### src/rtl/peak_dpu_lsu.sv
// peak_dpu_lsu: load/store execution unit for the DPU.
// Takes one decoded ld/st op at a time, computes ea = rs1 + imm,
// runs a single-outstanding req/gnt/rsp bus transaction with byte
// enables and returns the extracted, sign/zero-extended load data.
//
// Ports:
//   clk, rst          core clock, asynchronous active-high reset
//   ls_*              decoded op in (vld/rdy handshake)
//   bus_*             data bus request/grant/response
//   wb_*              register writeback strobe, address, data
//   bus_err           response timeout pulse
//   misalign_exc      misaligned access pulse, exc_addr = faulting ea
//
// Parameter RSP_TIMEOUT: WAIT_RSP cycle limit, 0 disables it.
// Macro PEAK_LSU_MISALIGN_EXC_EN: misaligned ops raise misalign_exc
// instead of being forced to alignment.
module peak_dpu_lsu #(
    parameter int unsigned RSP_TIMEOUT = 255
) (
    input  logic        clk,
    input  logic        rst,
    input  logic        ls_vld,
    output logic        ls_rdy,
    input  logic [2:0]  ls_op,
    input  logic [31:0] ls_rs1_data,
    input  logic [31:0] ls_rs2_data,
    input  logic [31:0] ls_imm,
    input  logic [4:0]  ls_wr_addr,
    output logic        bus_req,
    output logic        bus_we,
    output logic [31:0] bus_addr,
    output logic [3:0]  bus_be,
    output logic [31:0] bus_wdata,
    input  logic        bus_gnt,
    input  logic        bus_rsp_vld,
    input  logic [31:0] bus_rdata,
    output logic        wb_vld,
    output logic [4:0]  wb_addr,
    output logic [31:0] wb_data,
    output logic        bus_err,
    output logic        misalign_exc,
    output logic [31:0] exc_addr
);

    typedef enum logic [1:0] {
        IDLE     = 2'd0,
        REQ      = 2'd1,
        WAIT_RSP = 2'd2
    } state_t;

    localparam logic [2:0] OP_LB  = 3'd0;
    localparam logic [2:0] OP_LH  = 3'd1;
    localparam logic [2:0] OP_LW  = 3'd2;
    localparam logic [2:0] OP_LBU = 3'd3;
    localparam logic [2:0] OP_LHU = 3'd4;
    localparam logic [2:0] OP_SB  = 3'd5;
    localparam logic [2:0] OP_SH  = 3'd6;
    localparam logic [2:0] OP_SW  = 3'd7;

    localparam logic [1:0] SZ_B = 2'd0;
    localparam logic [1:0] SZ_H = 2'd1;
    localparam logic [1:0] SZ_W = 2'd2;

    localparam int CW = (RSP_TIMEOUT < 2) ? 1
                                          : $clog2(RSP_TIMEOUT + 1);
    // Last counter value before the timeout fires.
    localparam logic [CW-1:0] TO_LAST =
        (RSP_TIMEOUT == 0) ? '0 : CW'(RSP_TIMEOUT - 1);

    function automatic logic [1:0] op_size(input logic [2:0] op);
        logic [1:0] sz;
        sz = SZ_W;
        unique case (op)
            OP_LB, OP_LBU, OP_SB: sz = SZ_B;
            OP_LH, OP_LHU, OP_SH: sz = SZ_H;
            default:              sz = SZ_W;
        endcase
        return sz;
    endfunction

    state_t      state_q, state_d;
    logic [2:0]  op_q, op_d;
    logic [4:0]  wr_addr_q, wr_addr_d;
    logic [29:0] addr_q, addr_d;
    logic [1:0]  a_q, a_d;
    logic        we_q, we_d;
    logic [3:0]  be_q, be_d;
    logic [31:0] wdata_q, wdata_d;
    logic [CW-1:0] cnt_q, cnt_d;
    logic        wb_vld_q, wb_vld_d;
    logic [4:0]  wb_addr_q, wb_addr_d;
    logic [31:0] wb_data_q, wb_data_d;
    logic        bus_err_q, bus_err_d;

    logic [31:0] ea_raw;
    logic [31:0] ea;
    logic [1:0]  in_sz;
    logic [3:0]  in_be;
    logic [31:0] in_wdata;
    logic        in_we;
    logic        exc_fire;

    // Accept-side address and lane generation.
    always_comb begin
        ea_raw   = ls_rs1_data + ls_imm;
        in_sz    = op_size(ls_op);
        in_we    = (ls_op == OP_SB) || (ls_op == OP_SH) ||
                   (ls_op == OP_SW);
        ea       = ea_raw;
`ifndef PEAK_LSU_MISALIGN_EXC_EN
        // No exception path: silently align the access.
        if (in_sz == SZ_H) begin
            ea[0] = 1'b0;
        end else if (in_sz == SZ_W) begin
            ea[1:0] = 2'b00;
        end
`endif
        in_be    = 4'b0000;
        in_wdata = 32'h0;
        unique case (in_sz)
            SZ_B: begin
                in_be    = 4'b0001 << ea[1:0];
                in_wdata = {4{ls_rs2_data[7:0]}};
            end
            SZ_H: begin
                in_be    = ea[1] ? 4'b1100 : 4'b0011;
                in_wdata = {2{ls_rs2_data[15:0]}};
            end
            default: begin
                in_be    = 4'b1111;
                in_wdata = ls_rs2_data;
            end
        endcase
    end

`ifdef PEAK_LSU_MISALIGN_EXC_EN
    logic        misal;
    logic        misalign_q, misalign_d;
    logic [31:0] exc_addr_q, exc_addr_d;

    assign misal = ((in_sz == SZ_H) && ea_raw[0]) ||
                   ((in_sz == SZ_W) && (ea_raw[1:0] != 2'b00));
    assign exc_fire = misal;

    always_comb begin
        misalign_d = (state_q == IDLE) && ls_vld && misal;
        exc_addr_d = misalign_d ? ea_raw : exc_addr_q;
    end

    always_ff @(posedge clk or posedge rst) begin
        if (rst) begin
            misalign_q <= 1'b0;
            exc_addr_q <= 32'h0;
        end else begin
            misalign_q <= misalign_d;
            exc_addr_q <= exc_addr_d;
        end
    end

    assign misalign_exc = misalign_q;
    assign exc_addr     = exc_addr_q;
`else
    assign exc_fire     = 1'b0;
    assign misalign_exc = 1'b0;
    assign exc_addr     = 32'h0;
`endif

    // Load data extraction from the registered lane offset.
    logic [7:0]  ld_b;
    logic [15:0] ld_h;
    logic [31:0] ld_ext;

    always_comb begin
        ld_b   = bus_rdata[8*a_q +: 8];
        ld_h   = a_q[1] ? bus_rdata[31:16] : bus_rdata[15:0];
        ld_ext = bus_rdata;
        unique case (op_q)
            OP_LB:   ld_ext = {{24{ld_b[7]}}, ld_b};
            OP_LBU:  ld_ext = {24'h0, ld_b};
            OP_LH:   ld_ext = {{16{ld_h[15]}}, ld_h};
            OP_LHU:  ld_ext = {16'h0, ld_h};
            default: ld_ext = bus_rdata;
        endcase
    end

    always_comb begin
        state_d   = state_q;
        op_d      = op_q;
        wr_addr_d = wr_addr_q;
        addr_d    = addr_q;
        a_d       = a_q;
        we_d      = we_q;
        be_d      = be_q;
        wdata_d   = wdata_q;
        cnt_d     = cnt_q;
        wb_vld_d  = 1'b0;
        wb_addr_d = wb_addr_q;
        wb_data_d = wb_data_q;
        bus_err_d = 1'b0;
        unique case (state_q)
            IDLE: begin
                if (ls_vld && !exc_fire) begin
                    op_d      = ls_op;
                    wr_addr_d = ls_wr_addr;
                    addr_d    = ea[31:2];
                    a_d       = ea[1:0];
                    we_d      = in_we;
                    be_d      = in_be;
                    wdata_d   = in_wdata;
                    state_d   = REQ;
                end
            end
            REQ: begin
                if (bus_gnt) begin
                    cnt_d   = '0;
                    state_d = WAIT_RSP;
                end
            end
            WAIT_RSP: begin
                // A response in the timeout cycle still wins.
                if (bus_rsp_vld) begin
                    state_d = IDLE;
                    if (!we_q && (wr_addr_q != 5'd0)) begin
                        wb_vld_d  = 1'b1;
                        wb_addr_d = wr_addr_q;
                        wb_data_d = ld_ext;
                    end
                end else if ((RSP_TIMEOUT != 0) &&
                             (cnt_q == TO_LAST)) begin
                    bus_err_d = 1'b1;
                    state_d   = IDLE;
                end else begin
                    cnt_d = cnt_q + 1'b1;
                end
            end
            default: state_d = IDLE;
        endcase
    end

    always_ff @(posedge clk or posedge rst) begin
        if (rst) begin
            state_q   <= IDLE;
            op_q      <= 3'd0;
            wr_addr_q <= 5'd0;
            addr_q    <= 30'h0;
            a_q       <= 2'd0;
            we_q      <= 1'b0;
            be_q      <= 4'b0000;
            wdata_q   <= 32'h0;
            cnt_q     <= '0;
            wb_vld_q  <= 1'b0;
            wb_addr_q <= 5'd0;
            wb_data_q <= 32'h0;
            bus_err_q <= 1'b0;
        end else begin
            state_q   <= state_d;
            op_q      <= op_d;
            wr_addr_q <= wr_addr_d;
            addr_q    <= addr_d;
            a_q       <= a_d;
            we_q      <= we_d;
            be_q      <= be_d;
            wdata_q   <= wdata_d;
            cnt_q     <= cnt_d;
            wb_vld_q  <= wb_vld_d;
            wb_addr_q <= wb_addr_d;
            wb_data_q <= wb_data_d;
            bus_err_q <= bus_err_d;
        end
    end

    assign ls_rdy    = (state_q == IDLE);
    assign bus_req   = (state_q == REQ);
    assign bus_we    = we_q;
    assign bus_addr  = {addr_q, 2'b00};
    assign bus_be    = be_q;
    assign bus_wdata = wdata_q;
    assign wb_vld    = wb_vld_q;
    assign wb_addr   = wb_addr_q;
    assign wb_data   = wb_data_q;
    assign bus_err   = bus_err_q;

endmodule

### config.mk
export PLATFORM = sky130hd
export DESIGN_NAME = peak_dpu_lsu
export DESIGN_NICKNAME = d
export VERILOG_FILES = /design/src/rtl/peak_dpu_lsu.sv
export SDC_FILE = /design/constraint.sdc
export NUM_CORES = 1
export LEC_CHECK = 0
export ABC_AREA = 1
export CORE_ASPECT_RATIO = 1.75
export CORE_UTILIZATION = 31
export DETAILED_ROUTE_END_ITERATION = 10
export HOLD_SLACK_MARGIN = 0.15
export PLACE_DENSITY = 0.57
export SLEW_MARGIN = 0
export SYNTH_ARGS = -nofsm -noshare
export SYNTH_HDL_FRONTEND = slang
export SYNTH_SLANG_ARGS = --single-unit
### constraint.sdc
create_clock -name clk -period 10.19 [get_ports clk]
set_input_delay 1.019 -clock clk [delete_from_list [all_inputs] [get_ports clk]]
set_output_delay 1.019 -clock clk [all_outputs]
set_load 0.02 [all_outputs]
==> key figures, run 1 <==
Status
  – Status: complete, no violations

Final layout
  – Area growth, synth to finish: 38.4%
  – Antenna diode count: 0
  – Finished Core Util: 43.7%
  – Fraction of final layout cells sized beyond drive strength 1: 6.07%
  – Final cell count without fillers: 1790
  – Number of nets in the final layout: 1628
  – Fillcell total: 2802
  – Finished Cell Area: 11700 µm²

Setup path
  – Arrival time at the worst endpoint: 3.37 ns
  – Number of cell instances on the worst register-to-register path: 6
  – Sort of element at the start of the critical path: input port
  – Path type of the worst setup path: in2reg
  – Critical path required time: 10.52 ns
  – Critical path endpoint category: register
  – Largest fanout of any net on the critical path: 62
  – R2R Setup Slk: 7.61 ns
  – Terminus of the critical flop-to-flop path: bus_wdata[16]
  – Startpoint of the worst register-to-register path: state_q[1]

Run
  – Max-capacitance violation count: 0

Synthesis
  – Count of flip-flops with a built-in enable after synthesis: 0
  – Synth Cell Area: 8430 µm²
  – Dominant register cell in the synthesized netlist: dfrtp_1
  – Cell variety after synth: 43
  – Warnings from Yosys: 0
  – Flip-flop and latch count after synthesis: 126
  – Async set-or-reset flop fraction in the synthesized netlist: 100%
  – Gate Count Post-Synth: 1216
  – Register area share after synthesis: 37.4%
  – Mapped Avg Cell Area: 6.94 µm²

Min path
  – Worst hold path class: reg2reg
  – Hold_sp: wb_addr[3]
  – Depth of the worst hold-timing path: 2
  – Worst hold endpoint: wb_addr[3]

Power and ir drop
  – Maximum vdd ir drop: 0.135 mV
  – Cell Pwr Density: 271 nW/µm²
  – Leak Pwr: 5.73 nW

STA
  – Final Hold Slack: 0.477 ns
  – Final number of hold-violating endpoints: 0
  – Final cycle utilization of the critical path: 29.9%
  – Post-layout min period: 3.04 ns
  – Slew margin rel.: 33.6%
  – Worst-margin pin slew: 0.989 ns
  – Final max-slew violation count: 0
  – Setup TNS: 0 ns
  – Fmax achieved: 328 MHz
  – Final setup violating endpoints: 0
  – Clock tree skew after final layout: 0.00868 ns
  – Unrepaired setup endpoints after global routing: no

Floorplan
  – Placeable Area: 26700 µm²
  – Height of the die: 220 µm
  – Die footprint: 27900 µm²
  – Starting density of the core: 31.6%
  – Core Rows: 79
  – Die width: 127 µm
  – Top Ports: 284

Routing
  – Detailed router's first-iteration violation count: 323
  – Vias post-DR: 8456
  – DRC violations left: 0
  – Avg WL per Cell: 16.3 µm
  – Via-per-instance ratio: 4.72
  – Final antenna-violating net count: 0
  – Drt pass-1 iters: 4
  – Total Routed Length: 29.2 mm

Placed design
  – Final weighted congestion in routability-driven placement: 0.921
  – Half-perimeter wire length after placement: 22.9 mm
  – Instance area after placement: 11000 µm²
  – IO buf count: 248
  – Post-placement cell count: 1758

Global routing
  – Largest net degree at the start of global routing: 70
  – First-pass GRT wire length: 45.8 mm
  – Vias in the first global route: 8562
  – Total routing resource utilization after global routing: 21.7%
  – Overall overflow remaining after global route: 0
  – Number of antenna violations at the first check in global routing: 0

Clock tree
  – Max H-tree Level: 4
  – Clock Pin Slew Worst Setup and Hold Paths: 0.06 ns
  – Clock latency reported for the late side of the worst-skew pair: 0.42 ns
  – Number of buffers inserted by post-CTS setup repair: 0
  – Maximum buffer depth of the clock tree: 2
  – Post-CTS sizing: 0
  – Number of CTS-inserted buffers: 17
  – Hold-fix buffers at CTS: 0
  – TritonCTS clock tree: done
  – Clock Tree Root: clkbuf_16
  – Count of clock tree sinks: 126
-- cell usage after synthesis, types with 4 or more instances --
cell,number,area share [%]
o21ai_0,41,2.4
a31oi_1,20,1.5
clkbuf_1,10,0.45
or2_2,8,0.59
ha_1,33,4.9
xor2_1,4,0.42
nand3b_1,5,0.45
buf_2,17,1.0
a21oi_1,65,3.9
buf_4,36,3.2
nand2_1,415,18
o211ai_1,10,0.89
o31ai_1,5,0.45
xnor2_1,12,1.2
nor2_1,101,4.5
buf_6,4,0.53
nand4_1,5,0.37
o21ai_1,19,1.1
inv_1,149,6.6
nand2_2,8,0.59
nand3_1,64,3.8
dfrtp_1,126,37
o22ai_1,7,0.52
a21oi_2,20,2.1
inv_2,8,0.36
-- worst max path at each step --
stage	to	startpoint	slack, ns	depth (start not counted)
3_3_place_gp	bus_be[1]	ls_vld	6.68	7
5_1_grt	bus_wdata[16]	ls_vld	6.92	6
3_5_place_dp	bus_wdata[21]	ls_vld	6.66	6
6_report	bus_wdata[16]	ls_vld	7.15	6
2_1_floorplan	a_q[0]	rst	5.82	1
4_1_cts	bus_wdata[16]	ls_vld	7.09	6
-- worst max-delay path: stages --
cell             delay, ns
clkdlybuf4s50_1       0.48
nand2_2               0.42
inv_2                 0.14
buf_4                 0.59
nand2_1               0.38
o211ai_1              0.29
-- power breakdown --
part	total, mW	switching (mW)	internal, mW
Clock	0.659	0.241	0.418
Combinational	1.62	0.962	0.654
Sequential	0.890	0.161	0.729
Total	3.16	1.36	1.80
-- per-layer routing --
layer | GRT usage [%] | wire [µm] | vias to the layer above
li1 | - | - | 4257
met1 | 20.3 | 9930 | 3886
met2 | 43.5 | 16500 | 248
met3 | 3.70 | 1220 | 65
met4 | 12.8 | 1500 | 0
met5 | 0 | 0 | -
-- state kept, by name, indices dropped and copies added, names as in the netlist, 3 cells and up --
register / flops
addr_q: 30
bus_be: 4
bus_wdata: 32
cnt_q: 8
op_q: 3
wb_addr: 5
wb_data: 32
wr_addr_q: 5
-- area by class of cell --
type	count	area, µm²	share of cell area [%]
repair buffers	252	2510	21.5
well taps	324	405	3.47
flip-flops and latches	126	3150	27.0
multi-input cells	897	4370	37.4
clock inverters	12	183	1.57
clock buffers	20	447	3.83
inverters	159	602	5.16
-- logic make-up after synthesis --
kind of cell | synth area share, %
DFF | 37.4
and+or+nand+nor | 29.7
adders and majority gates | 5.13
AOI/OAI and AO/OA | 13.7
xor gates and xnor gates | 1.66
other | 0.0445
buffers and inverters | 12.3
-- per-stage QoR --
step | setup WS, ns | power [mW]
after detailed placement | 6.66 | 2.53
final | 7.15 | 3.16
after floorplan | 5.82 | 1.81
after CTS | 7.09 | 3.21
after global placement | 6.68 | 2.51
after global routing | 6.92 | 3.37
-- cell usage in the layout, fill, tap and decap left out, types with 3 or more instances in the layout --
cell	count
ha_1	33
nand2_1	414
inv_6	3
nand3b_1	5
clkinvlp_4	3
a21oi_1	65
nor3_1	3
nand3_1	64
bufinv_16	4
conb_1	35
o22ai_1	7
o21ai_1	19
dfrtp_1	126
nor2_1	101
inv_2	8
nand4_1	5
o31ai_1	5
inv_1	148
o21ai_0	41
a31oi_1	20
xor2_1	4
clkdlybuf4s50_1	248
clkbuf_16	17
o211ai_1	10
xnor2_1	12
nand2_2	9
or2_2	8
buf_4	4
a21oi_2	20
Note: power is estimated with default switching activity, not from simulation.
==> run 2, diff against run 1 <==
Settings changed: PLACE_DENSITY 0.57 to 0.59.
Clock period 10.19 ns to 2.5 ns, I/O delays scaled along.
==> key figures, run 2 (synthesis results as in run 1) <==
Final layout
  – Fraction of final layout cells sized beyond drive strength 1: 6.77% (+0.70 points)
  – Most common library cell in the layout ignoring fill and taps: nand2_1
  – Highest-count cells in the layout ignoring fill and taps: nand2_1, clkdlybuf4s50_1, inv_1, dfrtp_1, nor2_1
  – Area growth, synth to finish: 39.9%
  – Finished Core Util: 44.2% (+0.47 points)
  – Final cell count without fillers: 1801 (+0.61%)
  – Antenna diode count: 0 (unchanged)
  – Number of nets in the final layout: 1639 (+0.68%)

STA
  – Post-layout min period: 2.14 ns
  – Final cycle utilization of the critical path: 85.6%
  – Final max-slew violation count: 0 (unchanged)
  – Final number of hold-violating endpoints: 0 (unchanged)
  – Final setup violating endpoints: 0 (unchanged)
  – Fmax achieved: 468 MHz
  – Slew margin rel.: 58.1% (+24 points)
  – Clock tree skew after final layout: 0.0152 ns (+0.00647 ns)
  – Unrepaired setup endpoints after global routing: no
  – Worst-margin pin slew: 0.628 ns (-0.361 ns)
  – Setup TNS: 0 ns (unchanged)
  – Fin worst setup slack: 0.361 ns (-6.78 ns)

Setup path
  – End point of the critical path: wb_data[26]
  – Arrival time at the worst endpoint: 2.45 ns (-0.92 ns)
  – Critical path required time: 2.81 ns (-7.71 ns)
  – R2R Setup Slk: 0.36 ns (-7.25 ns)
  – Launch point of the worst path: a_q[1]
  – Path type of the worst setup path: reg2reg
  – Largest fanout of any net on the critical path: 20 (-68%)
  – Sort of element at the start of the critical path: register
  – Number of cell instances on the worst register-to-register path: 8 (+2)
  – Startpoint of the worst register-to-register path: a_q[1]
  – Critical path endpoint category: register
  – Terminus of the critical flop-to-flop path: wb_data[26]

Global routing
  – Overall overflow remaining after global route: 0 (unchanged)
  – Grt met1 use: 19.7% (-0.59 points)
  – First-pass GRT wire length: 44.8 mm (-2.0%)
  – Number of antenna violations at the first check in global routing: 0 (unchanged)
  – Vias in the first global route: 8548 (-0.16%)
  – Total routing resource utilization after global routing: 21.4% (-0.31 points)
  – Routing usage on met2: 43.4% (-0.13 points)
  – GRT busiest layer: met2
  – Met3 GRT Util: 3.94% (+0.24 points)
  – Largest net degree at the start of global routing: 87 (+24%)

Run
  – Max-capacitance violation count: 0 (unchanged)

Clock tree
  – Clock Tree Root: clkbuf_16
  – Clock Pin Slew Worst Setup and Hold Paths: 0.06 ns (about the same)
  – Hold-fix buffers at CTS: 0 (unchanged)
  – Maximum buffer depth of the clock tree: 2 (unchanged)
  – Number of CTS-inserted buffers: 17 (unchanged)
  – Number of buffers inserted by post-CTS setup repair: 0 (unchanged)
  – Max H-tree Level: 4 (unchanged)
  – TritonCTS clock tree: done
  – Count of clock tree sinks: 126 (unchanged)
  – Clock latency reported for the late side of the worst-skew pair: 0.44 ns (+0.02 ns)
  – Post-CTS sizing: 0 (unchanged)

Routing
  – Vias post-DR: 8512 (+0.66%)
  – Avg WL per Cell: 16.1 µm (-1.5%)
  – Total Routed Length: 28.9 mm (-0.87%)
  – Drt pass-1 iters: 4 (unchanged)
  – Final antenna-violating net count: 0 (unchanged)
  – Via-per-instance ratio: 4.73 (about the same)
  – DRC violations left: 0 (unchanged)
  – Detailed router's first-iteration violation count: 348 (+7.7%)

Floorplan
  – Height of the die: 220 µm (unchanged)
  – Die footprint: 27900 µm² (unchanged)
  – Core Rows: 79 (unchanged)
  – Die width: 127 µm (unchanged)
  – Starting density of the core: 31.6% (unchanged)
  – Placeable Area: 26700 µm² (unchanged)
  – Top Ports: 284 (unchanged)

Power and ir drop
  – Maximum vdd ir drop: 0.465 mV (+240%)
  – Power after layout: 12.9 mW (+310%)
  – Leak Pwr: 5.80 nW (+1.1%)
  – Cell Pwr Density: 1090 nW/µm² (+300%)

Min path
  – Worst hold path class: in2async

Status
  – Status: complete, no violations

Placed design
  – Post-placement cell count: 1769 (+0.63%)
  – IO buf count: 248 (unchanged)
  – Half-perimeter wire length after placement: 23.1 mm (+0.65%)
  – Final weighted congestion in routability-driven placement: 0.948 (+2.9%)
  – Worst setup slack before clock tree synthesis: 0.113 ns (-6.55 ns)
==> run 2: cell count changes in the layout (fill, tap and decap cells not counted), sizes merged <==
cell | before | now
buf | 4 | 15
bufinv | 4 | 3
clkinv | 3 | 6
clkinvlp | 3 | 4
inv | 161 | 158
==> run 2: layout make-up <==
| type | instances | area, µm² |
|---|---|---|
| clock buffers | 20 | 447 |
| clock inverters | 12 | 161 |
| fillers | 2772 | 14900 |
| inverters | 159 | 603 |
| multi-input cells | 897 | 4370 |
| flip-flops and latches | 126 | 3150 |
| well taps | 324 | 405 |
| repair buffers | 263 | 2660 |
==> run 2: stage by stage <==
stage | hold slack [ns] | area (µm²)
after floorplan | 0.323 | 8570
after global placement | 0.465 | 11200
after detailed placement | 0.465 | 11200
after CTS | 0.195 | 11800
after global routing | 0.225 | 11800
final | 0.211 | 11800
==> run 2: power by group <==
part           internal, mW  leakage, nW  switching [mW]
combinational          2.76         3.97            3.94
sequential             2.97         1.54           0.611
clock                  1.60        0.287           0.980
==> run 2: metal layers <==
metal,share of wire (%),routed length (µm)
met1,35,10000
met2,57,16500
met3,3.8,1110
met4,4.4,1260
met5,0,0
==> run 2: critical path, cell delays in order, from the launching register on <==
cell and delay (ns):
dfrtp_1 0.57, inv_1 0.39, nand2_1 0.17, nand2_2 0.10, o21ai_4 0.21, or2_4 0.20, nand2_4 0.05, inv_4 0.20
a21oi_1 0.10
==> run 2: how the worst min path moves through the flow <==
| stage | start | to | cells after the start |
|---|---|---|---|
| 3_5_place_dp | addr_q[21] | addr_q[21] | 2 |
| 5_1_grt | rst | bus_wdata[25] | 2 |
| 3_3_place_gp | addr_q[7] | addr_q[7] | 2 |
| 2_1_floorplan | bus_rsp_vld | bus_err | 1 |
| 4_1_cts | rst | bus_wdata[25] | 2 |
| 6_report | rst | bus_wdata[25] | 2 |
==> run 3, diff against run 2 <==
Settings changed: CORE_MARGIN set to 2.
==> key figures, run 3 (synthesis results as in run 1) <==
STA
  – Slew margin rel.: 56.2% (-1.9 points)
  – Setup TNS: 0 ns (unchanged)
  – Final cycle utilization of the critical path: 86.5% (+0.92 points)
  – Final setup violating endpoints: 0 (unchanged)
  – Final number of hold-violating endpoints: 0 (unchanged)
  – Unrepaired setup endpoints after global routing: no
  – Clock tree skew after final layout: 0.00876 ns (-0.00639 ns)
  – Post-layout min period: 2.16 ns (+0.0229 ns)
  – Worst-margin pin slew: 0.655 ns (+0.0274 ns)
  – Fmax achieved: 463 MHz (-1.1%)
  – Final max-slew violation count: 0 (unchanged)

Floorplan
  – Placeable Area: 26700 µm² (unchanged)
  – Die footprint: 28600 µm² (+2.5%)
  – Starting density of the core: 31.6% (unchanged)
  – Core Rows: 79 (unchanged)
  – Top Ports: 284 (unchanged)
  – Height of the die: 222 µm (+0.91%)
  – Die width: 129 µm (+1.6%)

Placed design
  – Final weighted congestion in routability-driven placement: 0.924 (-2.4%)
  – Half-perimeter wire length after placement: 23.5 mm (+1.8%)
  – Instance area after placement: 11200 µm² (+0.29%)
  – IO buf count: 248 (unchanged)

Power and ir drop
  – Switching power of the nets: 5.57 mW (+0.67%)
  – Part of the total power dissipated in combinational logic: 51.6% (-0.5 points)
  – Cell internal pwr: 7.46 mW (+1.9%)
  – Sequential group share of total power: 27.5% (-0.4 points)
  – Maximum vdd ir drop: 0.512 mV (+10%)
  – Leak Pwr: 5.84 nW (+0.68%)
  – Cell Pwr Density: 1100 nW/µm² (+0.78%)
  – Power after layout: 13.0 mW (+1.4%)
  – Proportion of total power due to net switching: 42.7% (-0.29 points)
  – Share of power burned in the clock network: 20.9% (+0.9 points)

Routing
  – Total Routed Length: 29.6 mm (+2.3%)
  – Avg WL per Cell: 16.4 µm (+2.2%)
  – Via-per-instance ratio: 4.75 (+0.53%)
  – Wire length on met1: 10.1 mm (+0.68%)
  – Highest Signal Layer: met5
  – Final antenna-violating net count: 0 (unchanged)
  – Vias post-DR: 8567 (+0.65%)
  – DRC violations left: 0 (unchanged)
  – Sum of met2 wire segment lengths after detailed routing: 16.6 mm (+0.56%)
  – Detailed router's first-iteration violation count: 332 (-4.6%)
  – DR WL met3: 1.44 mm (+31%)
  – Drt pass-1 iters: 5 (+1)

Final layout
  – Fillcell total: 2770 (-0.072%)
  – Highest-count cells in the layout ignoring fill and taps: nand2_1, clkdlybuf4s50_1, inv_1, dfrtp_1, nor2_1
  – Finished Core Util: 44.5% (+0.25 points)
  – Fraction of final layout cells sized beyond drive strength 1: 6.97% (+0.20 points)
  – Number of nets in the final layout: 1640 (+0.061%)
  – Most common library cell in the layout ignoring fill and taps: nand2_1
  – Area growth, synth to finish: 40.7%
  – Finished Cell Area: 11900 µm² (+0.56%)

Clock tree
  – Count of clock tree sinks: 126 (unchanged)
  – Number of buffers inserted by post-CTS setup repair: 0 (unchanged)
  – Clock Pin Slew Worst Setup and Hold Paths: 0.06 ns (about the same)
  – Clock latency reported for the late side of the worst-skew pair: 0.44 ns (about the same)
  – Max H-tree Level: 4 (unchanged)
  – Hold-fix buffers at CTS: 0 (unchanged)
  – TritonCTS clock tree: done
  – Post-CTS sizing: 0 (unchanged)
  – Maximum buffer depth of the clock tree: 2 (unchanged)
  – Number of CTS-inserted buffers: 17 (unchanged)
  – Clock Tree Root: clkbuf_16

Global routing
  – Total routing resource utilization after global routing: 20.9% (-0.54 points)
  – Number of antenna violations at the first check in global routing: 2 (+2)
  – Overall overflow remaining after global route: 0 (unchanged)
  – Largest net degree at the start of global routing: 87 (unchanged)
  – First-pass GRT wire length: 45.5 mm (+1.5%)
  – Vias in the first global route: 8553 (+0.058%)

Setup path
  – Sort of element at the start of the critical path: register
  – End point of the critical path: wb_data[11]
  – Path type of the worst setup path: reg2reg
  – Largest fanout of any net on the critical path: 20 (unchanged)
  – Terminus of the critical flop-to-flop path: wb_data[11]
  – R2R Setup Slk: 0.34 ns (-0.02 ns)
  – Largest stage delay on the critical path: 0.59 ns (+0.02 ns)
  – Startpoint of the worst register-to-register path: a_q[1]
  – Worst-path cell with the longest stage delay: o21ai_0
  – Launch point of the worst path: a_q[1]
  – Number of cell instances on the worst register-to-register path: 5 (-3)
  – Critical path required time: 2.80 ns (about the same)
  – Arrival time at the worst endpoint: 2.46 ns (about the same)
  – Critical path endpoint category: register
  – List of cells traversed by the critical path: inv_1 -> o21ai_0 -> o22ai_1 -> a21oi_1 -> o21ai_1

Status
  – Status: complete, no violations

Min path
  – Worst hold path class: in2async

Run
  – Max-capacitance violation count: 0 (unchanged)
[run 3: final cells by class]
cell class | instances | area, µm² | share of cell area [%]
antenna | 1 | 2.50 | 0.0211
clock buffer | 19 | 453 | 3.82
clock inverter | 13 | 186 | 1.57
inverter | 159 | 603 | 5.08
multi-input combinational | 897 | 4370 | 36.8
sequential | 126 | 3150 | 26.6
tap | 324 | 405 | 3.42
timing repair buffer | 264 | 2690 | 22.7
[run 3: power by group through the flow]
| stage | logic (mW) | registers, mW | clock network (mW) |
|---|---|---|---|
| 2_1_floorplan | 2.89 | 4.50 | 0 |
| 3_3_place_gp | 6.73 | 3.61 | 0 |
| 3_5_place_dp | 6.78 | 3.62 | 0 |
| 4_1_cts | 6.80 | 3.60 | 2.79 |
| 5_1_grt | 7.28 | 3.70 | 2.89 |
| 6_report | 6.73 | 3.59 | 2.72 |
[run 3: critical path, delay by kind of cell, from the launching register on]
family | cells | cell delay (ns)
compound gates | 4 | 1.12
buf+inv | 1 | 0.37
flops | 1 | 0.54
[run 3: through the flow]
stage	std cells	worst slack (ns)	hold WS, ns
global placement	1770	0.157	0.465
finish	1803	0.338	0.254
CTS	1802	0.401	0.240
detailed placement	1770	0.100	0.469
global route	1803	0.198	0.265
floorplan	1250	0.697	0.323
[run 3: worst min-delay path by stage]
| stage | slack (ns) | depth (start not counted) | to | from |
|---|---|---|---|---|
| 2_1_floorplan | 0.32 | 1 | bus_err | bus_rsp_vld |
| 3_3_place_gp | 0.47 | 2 | addr_q[5] | addr_q[5] |
| 3_5_place_dp | 0.47 | 2 | addr_q[19] | addr_q[19] |
| 4_1_cts | 0.24 | 2 | bus_wdata[24] | rst |
| 5_1_grt | 0.27 | 2 | bus_wdata[24] | rst |
| 6_report | 0.25 | 2 | bus_wdata[24] | rst |
[run 3: per-layer routing]
layer	vias up	GRT usage (%)
li1	4289	-
met1	3888	19.8
met2	319	40.8
met3	69	3.76
met4	2	11.2
met5	-	0
